File: config.mk
export PLATFORM = sky130hd
export DESIGN_NAME = ysyx_25060170_core_ctrl_flat
export DESIGN_NICKNAME = d
export VERILOG_FILES = /design/src/rtl/ysyx_25060170_ctrl_pkg.sv /design/src/rtl/ysyx_25060170_core_ctrl_if.sv /design/src/rtl/ysyx_25060170_timeout_cnt.sv /design/src/rtl/ysyx_25060170_core_ctrl.sv /design/src/flat_wrapper.sv
export SDC_FILE = /design/constraint.sdc
export NUM_CORES = 1
export LEC_CHECK = 0
export ABC_AREA = 1
export BUFFER_PORTS_ARGS = -buffer_cell sky130_fd_sc_hd__buf_4
export CORE_MARGIN = 3
export CORE_UTILIZATION = 40
export DETAILED_ROUTE_END_ITERATION = 8
export PLACE_DENSITY = 0.59
export SLEW_MARGIN = 20
export SYNTH_ARGS = -nofsm -noshare
export SYNTH_HDL_FRONTEND = slang
export SYNTH_SLANG_ARGS = --single-unit
File: constraint.sdc
create_clock -name clk -period 1.74 [get_ports clk]
set_input_delay 0.261 -clock clk [delete_from_list [all_inputs] [get_ports clk]]
set_output_delay 0.261 -clock clk [all_outputs]
set_load 0.005 [all_outputs]
File: src/rtl/ysyx_25060170_ctrl_pkg.sv
// Shared types for the core sequencer: state encodings, decode-class bit positions
// and the Moore output decode used to build the registered stage enables.
package ysyx_25060170_ctrl_pkg;

   typedef enum logic [2:0] {
      S_IDLE   = 3'd0,
      S_FETCH  = 3'd1,
      S_DECODE = 3'd2,
      S_EXEC   = 3'd3,
      S_MEM    = 3'd4,
      S_WB     = 3'd5,
      S_HALT   = 3'd6,
      S_ERR    = 3'd7
   } state_e;

   localparam int CLS_W      = 4;
   localparam int CLS_LOAD   = 0;
   localparam int CLS_STORE  = 1;
   localparam int CLS_REGW   = 2;
   localparam int CLS_EBREAK = 3;

   typedef struct packed {
      logic ifu_req;
      logic idu_go;
      logic exu_valid;
      logic lsu_req;
      logic lsu_we;
      logic reg_we;
      logic pc_we;
      logic halt;
      logic err;
   } ctrl_out_t;

   function automatic ctrl_out_t decode_outputs(input state_e st, input logic [CLS_W-1:0] cls);
      ctrl_out_t o;
      o = '0;
      case (st)
         S_FETCH:  o.ifu_req   = 1'b1;
         S_DECODE: o.idu_go    = 1'b1;
         S_EXEC:   o.exu_valid = 1'b1;
         S_MEM: begin
            o.lsu_req = 1'b1;
            o.lsu_we  = cls[CLS_STORE];
         end
         S_WB: begin
            o.reg_we = cls[CLS_REGW];
            o.pc_we  = 1'b1;
         end
         // HALT is only ever entered with the ebreak class bit latched
         S_HALT:   o.halt = cls[CLS_EBREAK];
         S_ERR:    o.err  = 1'b1;
         default:  o = '0;
      endcase
      return o;
   endfunction

endpackage

File: src/rtl/ysyx_25060170_core_ctrl_if.sv
// Handshake/stage-enable bundle between the core sequencer (master) and the
// IFU/IDU/GPR/EXU/LSU blocks it drives (slave).
interface ysyx_25060170_core_ctrl_if;
   logic ifu_req_o;
   logic ifu_rvalid_i;
   logic idu_go_o;
   logic gpr_ready_i;
   logic is_load_i;
   logic is_store_i;
   logic regw_i;
   logic ebreak_i;
   logic exu_valid_o;
   logic lsu_req_o;
   logic lsu_we_o;
   logic lsu_done_i;
   logic reg_we_o;
   logic pc_we_o;
   logic halt_o;
   logic err_o;

   modport master (
      output ifu_req_o, idu_go_o, exu_valid_o, lsu_req_o, lsu_we_o,
             reg_we_o, pc_we_o, halt_o, err_o,
      input  ifu_rvalid_i, gpr_ready_i, is_load_i, is_store_i, regw_i,
             ebreak_i, lsu_done_i
   );

   modport slave (
      input  ifu_req_o, idu_go_o, exu_valid_o, lsu_req_o, lsu_we_o,
             reg_we_o, pc_we_o, halt_o, err_o,
      output ifu_rvalid_i, gpr_ready_i, is_load_i, is_store_i, regw_i,
             ebreak_i, lsu_done_i
   );
endinterface

File: src/rtl/ysyx_25060170_timeout_cnt.sv
// Bus-wait watchdog: counts stalled cycles; expired flags the cycle in which the
// count reaches TIMEOUT, so the FSM can still let a same-cycle response win.
module ysyx_25060170_timeout_cnt #(
   parameter int TIMEOUT = 255,
   parameter int TO_W    = 8
) (
   input  logic clk,
   input  logic rst,
   input  logic clr,
   input  logic en,
   output logic expired
);
   localparam logic [TO_W-1:0] LIMIT = TO_W'(TIMEOUT - 1);

   logic [TO_W-1:0] cnt_q;
   logic [TO_W-1:0] cnt_d;

   // next count: clear on state change, otherwise step while stalled
   always_comb begin
      cnt_d = cnt_q;
      if (clr) begin
         cnt_d = '0;
      end else if (en) begin
         cnt_d = cnt_q + TO_W'(1);
      end else begin
         cnt_d = cnt_q;
      end
   end

   // count register
   always_ff @(posedge clk or posedge rst) begin
      if (rst) begin
         cnt_q <= '0;
      end else begin
         cnt_q <= cnt_d;
      end
   end

   assign expired = (cnt_q == LIMIT);

endmodule

File: src/rtl/ysyx_25060170_core_ctrl.sv
// Multi-cycle FETCH/DECODE/EXEC/MEM/WB sequencer with registered stage enables.
// Optional YSYX_25060170_CTRL_PERF_EN adds cycle and retired-instruction counters.
module ysyx_25060170_core_ctrl
   import ysyx_25060170_ctrl_pkg::*;
#(
   parameter int TIMEOUT = 255,
   parameter int TO_W    = 8,
   parameter int CNT_W   = 32
) (
   input  logic clk,
   input  logic rst,
   ysyx_25060170_core_ctrl_if.master bus
`ifdef YSYX_25060170_CTRL_PERF_EN
   ,
   output logic [CNT_W-1:0] cyc_cnt_o,
   output logic [CNT_W-1:0] inst_cnt_o
`endif
);

   state_e           state_q, state_d;
   logic [CLS_W-1:0] class_q, class_d;
   ctrl_out_t        out_q, out_d;
   logic             to_en_s;
   logic             to_clr_s;
   logic             to_expired_s;

   assign to_en_s  = ((state_q == S_FETCH) && !bus.ifu_rvalid_i) ||
                     ((state_q == S_MEM)   && !bus.lsu_done_i);
   assign to_clr_s = (state_d != state_q);

   ysyx_25060170_timeout_cnt #(
      .TIMEOUT (TIMEOUT),
      .TO_W    (TO_W)
   ) u_timeout (
      .clk     (clk),
      .rst     (rst),
      .clr     (to_clr_s),
      .en      (to_en_s),
      .expired (to_expired_s)
   );

   // next state and class latch; a response always beats a same-cycle expiry
   always_comb begin
      state_d = state_q;
      class_d = class_q;
      case (state_q)
         S_IDLE: state_d = S_FETCH;
         S_FETCH: begin
            if (bus.ifu_rvalid_i) begin
               state_d = S_DECODE;
            end else if (to_expired_s) begin
               state_d = S_ERR;
            end else begin
               state_d = S_FETCH;
            end
         end
         S_DECODE: begin
            if (bus.gpr_ready_i) begin
               class_d[CLS_LOAD]   = bus.is_load_i;
               class_d[CLS_STORE]  = bus.is_store_i;
               class_d[CLS_REGW]   = bus.regw_i;
               class_d[CLS_EBREAK] = bus.ebreak_i;
               state_d = bus.ebreak_i ? S_HALT : S_EXEC;
            end else begin
               state_d = S_DECODE;
            end
         end
         S_EXEC: begin
            if (class_q[CLS_LOAD] || class_q[CLS_STORE]) begin
               state_d = S_MEM;
            end else begin
               state_d = S_WB;
            end
         end
         S_MEM: begin
            if (bus.lsu_done_i) begin
               state_d = S_WB;
            end else if (to_expired_s) begin
               state_d = S_ERR;
            end else begin
               state_d = S_MEM;
            end
         end
         S_WB:    state_d = S_FETCH;
         S_HALT:  state_d = S_HALT;
         S_ERR:   state_d = S_ERR;
         default: state_d = S_IDLE;
      endcase
   end

   // outputs are decoded from the next state so they register in step with it
   always_comb begin
      out_d = decode_outputs(state_d, class_d);
   end

   // state, class and output registers
   always_ff @(posedge clk or posedge rst) begin
      if (rst) begin
         state_q <= S_IDLE;
         class_q <= '0;
         out_q   <= '0;
      end else begin
         state_q <= state_d;
         class_q <= class_d;
         out_q   <= out_d;
      end
   end

   assign bus.ifu_req_o   = out_q.ifu_req;
   assign bus.idu_go_o    = out_q.idu_go;
   assign bus.exu_valid_o = out_q.exu_valid;
   assign bus.lsu_req_o   = out_q.lsu_req;
   assign bus.lsu_we_o    = out_q.lsu_we;
   assign bus.reg_we_o    = out_q.reg_we;
   assign bus.pc_we_o     = out_q.pc_we;
   assign bus.halt_o      = out_q.halt;
   assign bus.err_o       = out_q.err;

`ifdef YSYX_25060170_CTRL_PERF_EN
   logic [CNT_W-1:0] cyc_cnt_q, cyc_cnt_d;
   logic [CNT_W-1:0] inst_cnt_q, inst_cnt_d;

   // perf counters: active cycles and retirements, both wrapping
   always_comb begin
      cyc_cnt_d  = cyc_cnt_q;
      inst_cnt_d = inst_cnt_q;
      if ((state_q != S_IDLE) && (state_q != S_HALT) && (state_q != S_ERR)) begin
         cyc_cnt_d = cyc_cnt_q + CNT_W'(1);
      end else begin
         cyc_cnt_d = cyc_cnt_q;
      end
      if (state_q == S_WB) begin
         inst_cnt_d = inst_cnt_q + CNT_W'(1);
      end else begin
         inst_cnt_d = inst_cnt_q;
      end
   end

   // perf counter registers
   always_ff @(posedge clk or posedge rst) begin
      if (rst) begin
         cyc_cnt_q  <= '0;
         inst_cnt_q <= '0;
      end else begin
         cyc_cnt_q  <= cyc_cnt_d;
         inst_cnt_q <= inst_cnt_d;
      end
   end

   assign cyc_cnt_o  = cyc_cnt_q;
   assign inst_cnt_o = inst_cnt_q;
`endif

endmodule

File: src/flat_wrapper.sv
// flat-port wrapper written by rule: the top's interface ports become plain ports
module ysyx_25060170_core_ctrl_flat import ysyx_25060170_ctrl_pkg::*;
#(
   parameter int TIMEOUT = 255,
   parameter int TO_W    = 8,
   parameter int CNT_W   = 32
)
  (clk, rst, bus_ifu_req_o, bus_idu_go_o, bus_exu_valid_o, bus_lsu_req_o, bus_lsu_we_o, bus_reg_we_o, bus_pc_we_o, bus_halt_o, bus_err_o, bus_ifu_rvalid_i, bus_gpr_ready_i, bus_is_load_i, bus_is_store_i, bus_regw_i, bus_ebreak_i, bus_lsu_done_i);
  ysyx_25060170_core_ctrl_if bus_i ();
  input  logic clk;
  input  logic rst;
  output wire logic [$bits(bus_i.ifu_req_o)-1:0] bus_ifu_req_o;
  output wire logic [$bits(bus_i.idu_go_o)-1:0] bus_idu_go_o;
  output wire logic [$bits(bus_i.exu_valid_o)-1:0] bus_exu_valid_o;
  output wire logic [$bits(bus_i.lsu_req_o)-1:0] bus_lsu_req_o;
  output wire logic [$bits(bus_i.lsu_we_o)-1:0] bus_lsu_we_o;
  output wire logic [$bits(bus_i.reg_we_o)-1:0] bus_reg_we_o;
  output wire logic [$bits(bus_i.pc_we_o)-1:0] bus_pc_we_o;
  output wire logic [$bits(bus_i.halt_o)-1:0] bus_halt_o;
  output wire logic [$bits(bus_i.err_o)-1:0] bus_err_o;
  input wire logic [$bits(bus_i.ifu_rvalid_i)-1:0] bus_ifu_rvalid_i;
  input wire logic [$bits(bus_i.gpr_ready_i)-1:0] bus_gpr_ready_i;
  input wire logic [$bits(bus_i.is_load_i)-1:0] bus_is_load_i;
  input wire logic [$bits(bus_i.is_store_i)-1:0] bus_is_store_i;
  input wire logic [$bits(bus_i.regw_i)-1:0] bus_regw_i;
  input wire logic [$bits(bus_i.ebreak_i)-1:0] bus_ebreak_i;
  input wire logic [$bits(bus_i.lsu_done_i)-1:0] bus_lsu_done_i;
  assign bus_ifu_req_o = bus_i.ifu_req_o;
  assign bus_idu_go_o = bus_i.idu_go_o;
  assign bus_exu_valid_o = bus_i.exu_valid_o;
  assign bus_lsu_req_o = bus_i.lsu_req_o;
  assign bus_lsu_we_o = bus_i.lsu_we_o;
  assign bus_reg_we_o = bus_i.reg_we_o;
  assign bus_pc_we_o = bus_i.pc_we_o;
  assign bus_halt_o = bus_i.halt_o;
  assign bus_err_o = bus_i.err_o;
  assign bus_i.ifu_rvalid_i = bus_ifu_rvalid_i;
  assign bus_i.gpr_ready_i = bus_gpr_ready_i;
  assign bus_i.is_load_i = bus_is_load_i;
  assign bus_i.is_store_i = bus_is_store_i;
  assign bus_i.regw_i = bus_regw_i;
  assign bus_i.ebreak_i = bus_ebreak_i;
  assign bus_i.lsu_done_i = bus_lsu_done_i;
  ysyx_25060170_core_ctrl #(.TIMEOUT(TIMEOUT), .TO_W(TO_W), .CNT_W(CNT_W)) u_core (.clk(clk), .rst(rst), .bus(bus_i));
endmodule
# ---- Yosys cells after proc, flatten, opt, wreduce, memory -nomap -nowiden
# Cells that the tools add are included.
dict set report totals {
  regBits 24
  in_bits 9
  out_inout_bits 9
}
dict set report classes {
  reduce_logical 10
  muxes 19
  eq_ne 16
  add_sub_neg 1
}
# operator n
set op_table {}
lappend op_table {{$eq A3 B3 Y1 const B} 8}
lappend op_table {{$pmux W3 S7} 1}
lappend op_table {{$mux W8} 2}
lappend op_table {{$mux W3} 5}
lappend op_table {{$eq A3 B2 Y1 const B} 4}
lappend op_table {{$add A8 B1 Y8 const B} 1}
lappend op_table {{$eq A8 B8 Y1 const B} 1}
lappend op_table {{$mux W4} 2}
lappend op_table {{$eq A3 B1 Y1 const B} 2}
lappend op_table {{$mux W1} 6}
lappend op_table {{$mux W2} 3}
lappend op_table {{$logic_not A3 Y1} 1}
lappend op_table {{$ne A3 B3 Y1} 1}
lappend op_table {{$logic_and A1 B1 Y1} 2}
lappend op_table {{$logic_not A1 Y1} 2}
lappend op_table {{$logic_or A1 B1 Y1} 2}
lappend op_table {{$reduce_and A2 Y1} 1}
lappend op_table {{$reduce_bool A2 Y1} 1}
lappend op_table {{$reduce_or A2 Y1} 1}

# ---- Logic depth before layout (Yosys ltp)
dict set report depth {
  depth_word 6
  mapped_depth 12
  depth_no_buf 12
}

# ---- By module
# A second synthesis with hierarchy kept.
dict set report hier_totals {
  hier_cells 159
  area_unflattened_um2 1403.8
}
# mod cells_each n_inst area_each_um2 seq_area_each_um2
set by_module_without_submodules {}
lappend by_module_without_submodules {ysyx_25060170_core_ctrl 99 1 933.4 400.4}
lappend by_module_without_submodules {ysyx_25060170_timeout_cnt 60 1 470.5 200.2}

# ---- Least setup slack after synthesis
# Ideal clock, no wire load.
dict set report synth_timing {
  path_kind {register -> register}
  from {register u_core.u_timeout.cnt_q[0]}
  to {register u_core.u_timeout.cnt_q[0]}
  slack_ns 0.217
  period_less_slack_ns 1.523
  required_ns 1.670
  arrival_ns 1.453
  path_stages_with_launch 13
  cell_sequence {dfrtp_1 > inv_1 > ha_1 > inv_1 > nor2_1 > nand2_2 > nand2_1 > nand2_2 > nand3_2 > nand2_1 > nand2_1 > nand2_4 > nor2_2}
}
dict set report synth_via {
  elab_chain_len 6
  elab_cells_between_ends 11
  cone_classes {add/sub: 1; eq/ne: 2; mux: 7; reduce/logical: 1}
}
# item line
set synth_rtl {}
lappend synth_rtl {{from (decl)} ysyx_25060170_timeout_cnt.sv:15} ;# logic [TO_W-1:0] cnt_q;
lappend synth_rtl {{from (signal assigned)} ysyx_25060170_timeout_cnt.sv:35} ;# cnt_q <= cnt_d;
lappend synth_rtl {{$eq A8 B8 Y1 (*)} ysyx_25060170_timeout_cnt.sv:39} ;# assign expired = (cnt_q == LIMIT);
lappend synth_rtl {{$mux W2 (*)} ysyx_25060170_core_ctrl.sv:78} ;# end else if (to_expired_s) begin
lappend synth_rtl {{$mux W3 (*)} ysyx_25060170_core_ctrl.sv:76} ;# if (bus.lsu_done_i) begin
lappend synth_rtl {{$pmux W3 S7 (*)} ysyx_25060170_core_ctrl.sv:46} ;# case (state_q)
lappend synth_rtl {{named net u_core.state_d[0]} ysyx_25060170_core_ctrl.sv:20} ;# state_e state_q, state_d;
lappend synth_rtl {{$ne A3 B3 Y1 (*)} ysyx_25060170_core_ctrl.sv:29} ;# assign to_clr_s = (state_d != state_q);
lappend synth_rtl {{$mux W8 or $reduce_bool A2 Y1 (tied branches)} --}
# Mark *: on every way through the listed nets, which the timed path passes. The rest lies on a longest branch. The select of a mux whose other input is x is not followed.
# A chain may end at the register's enable or synchronous reset.

# ---- Worst setup path in the final report
dict set report layout_timing {
  from {register u_core.u_timeout.cnt_q[0]}
  to {register u_core.u_timeout.cnt_q[5]}
}
# Same word-level chain as after synthesis.

==> flow_summary_export.csv <==
group,metric,value,unit
status,status,"completed",
clock_network,path_clk_slew,0.13,ns
route,wl_per_cell,10.8,um
global_routing,first_global_vias,988,
global_routing,antenna_found_initial,0,
yosys,syn-cell-area,1280,sq um
yosys,synthDistinctLibCells,23,
clock_network,cts_max_level,1,
route,routed_wl,2320,um
finish,final_cell_area,1540,sq um
power_and_ir_drop,clkPwrFrac,0.389,
clock_network,cts_sinks,24,
clock_network,insertion_delay,0.31,ns
setup_path,ff2ff_setup_slack,0.16,ns
power_and_ir_drop,peakVddDrop,577,uV
route,dr.pass1.iters,4,
route,drtIter0Drc,31,
placed_design,dp_hpwl,1810,um
timing,setup_viol,0,
yosys,yosysSeqAreaShare,0.471,
placed_design,gp_congestion,0.826,
floorplan,dieArea,3900,sq um
yosys,synth_top_family_by_area,"simple AND/OR/NAND/NOR gates",
yosys,muxShareOfSynthArea,0,
yosys,synth-seq-cells,24,
finish,syn2layout_area_growth,20.3,%
timing,tns,0,ns
finish,largest_reg_flops,8,
timing,fin_worst_skew,0.00177,ns
finish,seq_area,602,sq um
yosys,yosys_warnings,0,
yosys,synth_cells,151,
timing,tightest_slew,0.294,ns
route,via_per_inst,4.55,
global_routing,grt_pass1_wl,4250,um
timing,layout_setup_ws,0.160,ns
floorplan,rows,19,
placed_design,pre_cts_slack,0.0213,ns
power_and_ir_drop,sw_frac_of_total,0.196,
route,ant_nets,0,
finish,drive_gt1_frac,0.324,
power_and_ir_drop,powerDensity,661,nW/um^2
global_routing,grt_overflow,0,
finish,diodes,0,
flow_run,drv_cap,0,
clock_network,cts_tree,"built",
power_and_ir_drop,power.leakage,0.000801,uW
setup_path,crit_fanout,8,
clock_network,cts_buffers,3,
setup_path,start_kind,"flop",
power_and_ir_drop,pwr-share-seq,0.556,
power_and_ir_drop,internal_power,816,uW
yosys,synth_nets,162,
floorplan,core_area,2900,sq um
route,dr_total_vias,979,
placed_design,placed_area,1450,sq um
floorplan,start_util,0.440,
setup_path,worstSetupPathType,"flop to flop",
finish,multi_input_area,578,sq um
timing,final_max_slew_viol_count,0,
finish,nets,185,
floorplan,boundaryPins,18,
finish,num-fill-cells,296,
min_path,min_path_type,"primary input to flop",
timing,period_minus_slack,1.58,ns
timing,fmax,633,MHz
setup_path,required,2.00,ns
yosys,yosys.area_share.simple,0.347,
timing,hold_violations,0,
global_routing,track_usage,0.132,
yosys,avgSynthCellArea,8.45,sq um
finish,final_common_cell,"nand2_1",
floorplan,dieWidth,62.5,um
setup_path,cp-end-kind,"flop",
yosys,synth_fa_ha_area_frac,0.0196,
timing,fin_crit_sh,0.908,
finish,top_register,"u_core.u_timeout.cnt_q",
placed_design,port_buffers,17,
power_and_ir_drop,switching_power,199,uW
setup_path,critPathArrivalTime,1.84,ns
global_routing,grt_max_degree,25,
yosys,synth-xor-area-share,0.0412,
yosys,synth_compound_area_frac,0.0324,
floorplan,die_h,62.5,um
power_and_ir_drop,comb_power_share,0.055,
clock_network,cts.path.max_buffers,2,
finish,reg.largest.list,"u_core.u_timeout.cnt_q x8, u_core.class_q x4, u_core.state_q x3",
route,drc,0,
finish,mostFrequentLayoutCells,"nand2_1, inv_1, dfrtp_1, buf_4, nor2_2",
timing,max_slew_margin,0.804,
clock_network,cts_root_buffer,"clkbuf_4",
## routing by layer
layer | GRT usage | routed length, um | vias to the layer above
met4 | 0.0331 | 13 | 0
met2 | 0.246 | 1250 | 18
li1 | - | - | 502
met1 | 0.147 | 958 | 457
met3 | 0.0378 | 99 | 2
met5 | 0 | 0 | -
## metrics by stage
| stage | power [uW] | hold slack, ns | utilization | std cells |
|---|---|---|---|---|
| 2_1_floorplan | 607 | 0.276 | - | 151 |
| 3_3_place_gp | 629 | 0.325 | 0.499 | 209 |
| 3_5_place_dp | 630 | 0.329 | 0.499 | 209 |
| 4_1_cts | 1040 | 0.187 | 0.522 | 214 |
| 5_1_grt | 1070 | 0.197 | 0.529 | 215 |
| 6_report | 1010 | 0.199 | 0.529 | 215 |
## critical path: stages (launching register included)
cell and delay, ns:
dfrtp_1 0.40, inv_1 0.09, ha_1 0.15, inv_1 0.06, nor2_4 0.13, nand2_2 0.07
nand2_1 0.07, nand2_2 0.08, nand3_4 0.11, nand2_1 0.06, nand2_1 0.09, nand2_4 0.11
nor2_2 0.09
## path summary, 6_finish.rpt
kind | endpoint | startpoint | depth (start not counted)
worst max-delay path | u_core.u_timeout.cnt_q[5] | u_core.u_timeout.cnt_q[0] | 12
worst min-delay path | u_core.bus.exu_valid_o | bus_ebreak_i | 4
worst max register to register | u_core.u_timeout.cnt_q[5] | u_core.u_timeout.cnt_q[0] | 12
worst min register to register | u_core.class_q[3] | u_core.class_q[3] | 2
max in group asynchronous | u_core.state_q[0] | rst | 4
min in group asynchronous | u_core.bus.lsu_req_o | rst | 4
## cell usage after synthesis (all sizes together)
| cell type | n | area (sq um) |
|---|---|---|
| nor2 | 24 | 135 |
| nand4 | 4 | 31.3 |
| o21ai | 4 | 20.0 |
| buf | 2 | 16.3 |
| a21oi | 2 | 13.8 |
| nand3 | 14 | 85.1 |
| nor3 | 1 | 5.00 |
| inv | 26 | 97.6 |
| nand2 | 40 | 180 |
| xor2 | 6 | 52.6 |
| and2 | 1 | 6.26 |
| dfrtp | 24 | 601 |
| ha | 2 | 25.0 |
| o21bai | 1 | 7.51 |
## power groups by stage
stage	logic [uW]	clock network, uW	registers, uW
after floorplan	35.2	0	572
after detailed placement	55.8	0	574
after CTS	57.7	414	564
final	56.0	395	564
after global routing	64.9	438	565
after global placement	54.2	0	574
## cell type report
| type | count | share of cell area |
|---|---|---|
| Sequential cell | 24 | 0.392 |
| Multi-Input combinational cell | 99 | 0.377 |
| Timing Repair Buffer | 20 | 0.0994 |
| Inverter | 26 | 0.0636 |
| Tap cell | 42 | 0.0342 |
| Clock inverter | 1 | 0.0196 |
| Clock buffer | 3 | 0.0147 |
## repair_timing
| item | in CTS | in global routing |
|---|---|---|
| buffers inserted | 0 | 1 |
| pin swaps | 0 | 1 |
| endpoints found under the hold margin | 24 | 0 |
| hold buffers | 1 | 0 |
| resized for setup | 1 | 4 |
| endpoints found under the setup margin | 4 | 10 |
## cells by family after synthesis
logic type	after synthesis
AND/OR/NAND/NOR	84
buffers and inverters	28
flip-flops	24
AO/OA/AOI/OAI	7
XOR/XNOR	6
adder cells (fa/ha/maj)	2
(Power assumes the default switching activity.)
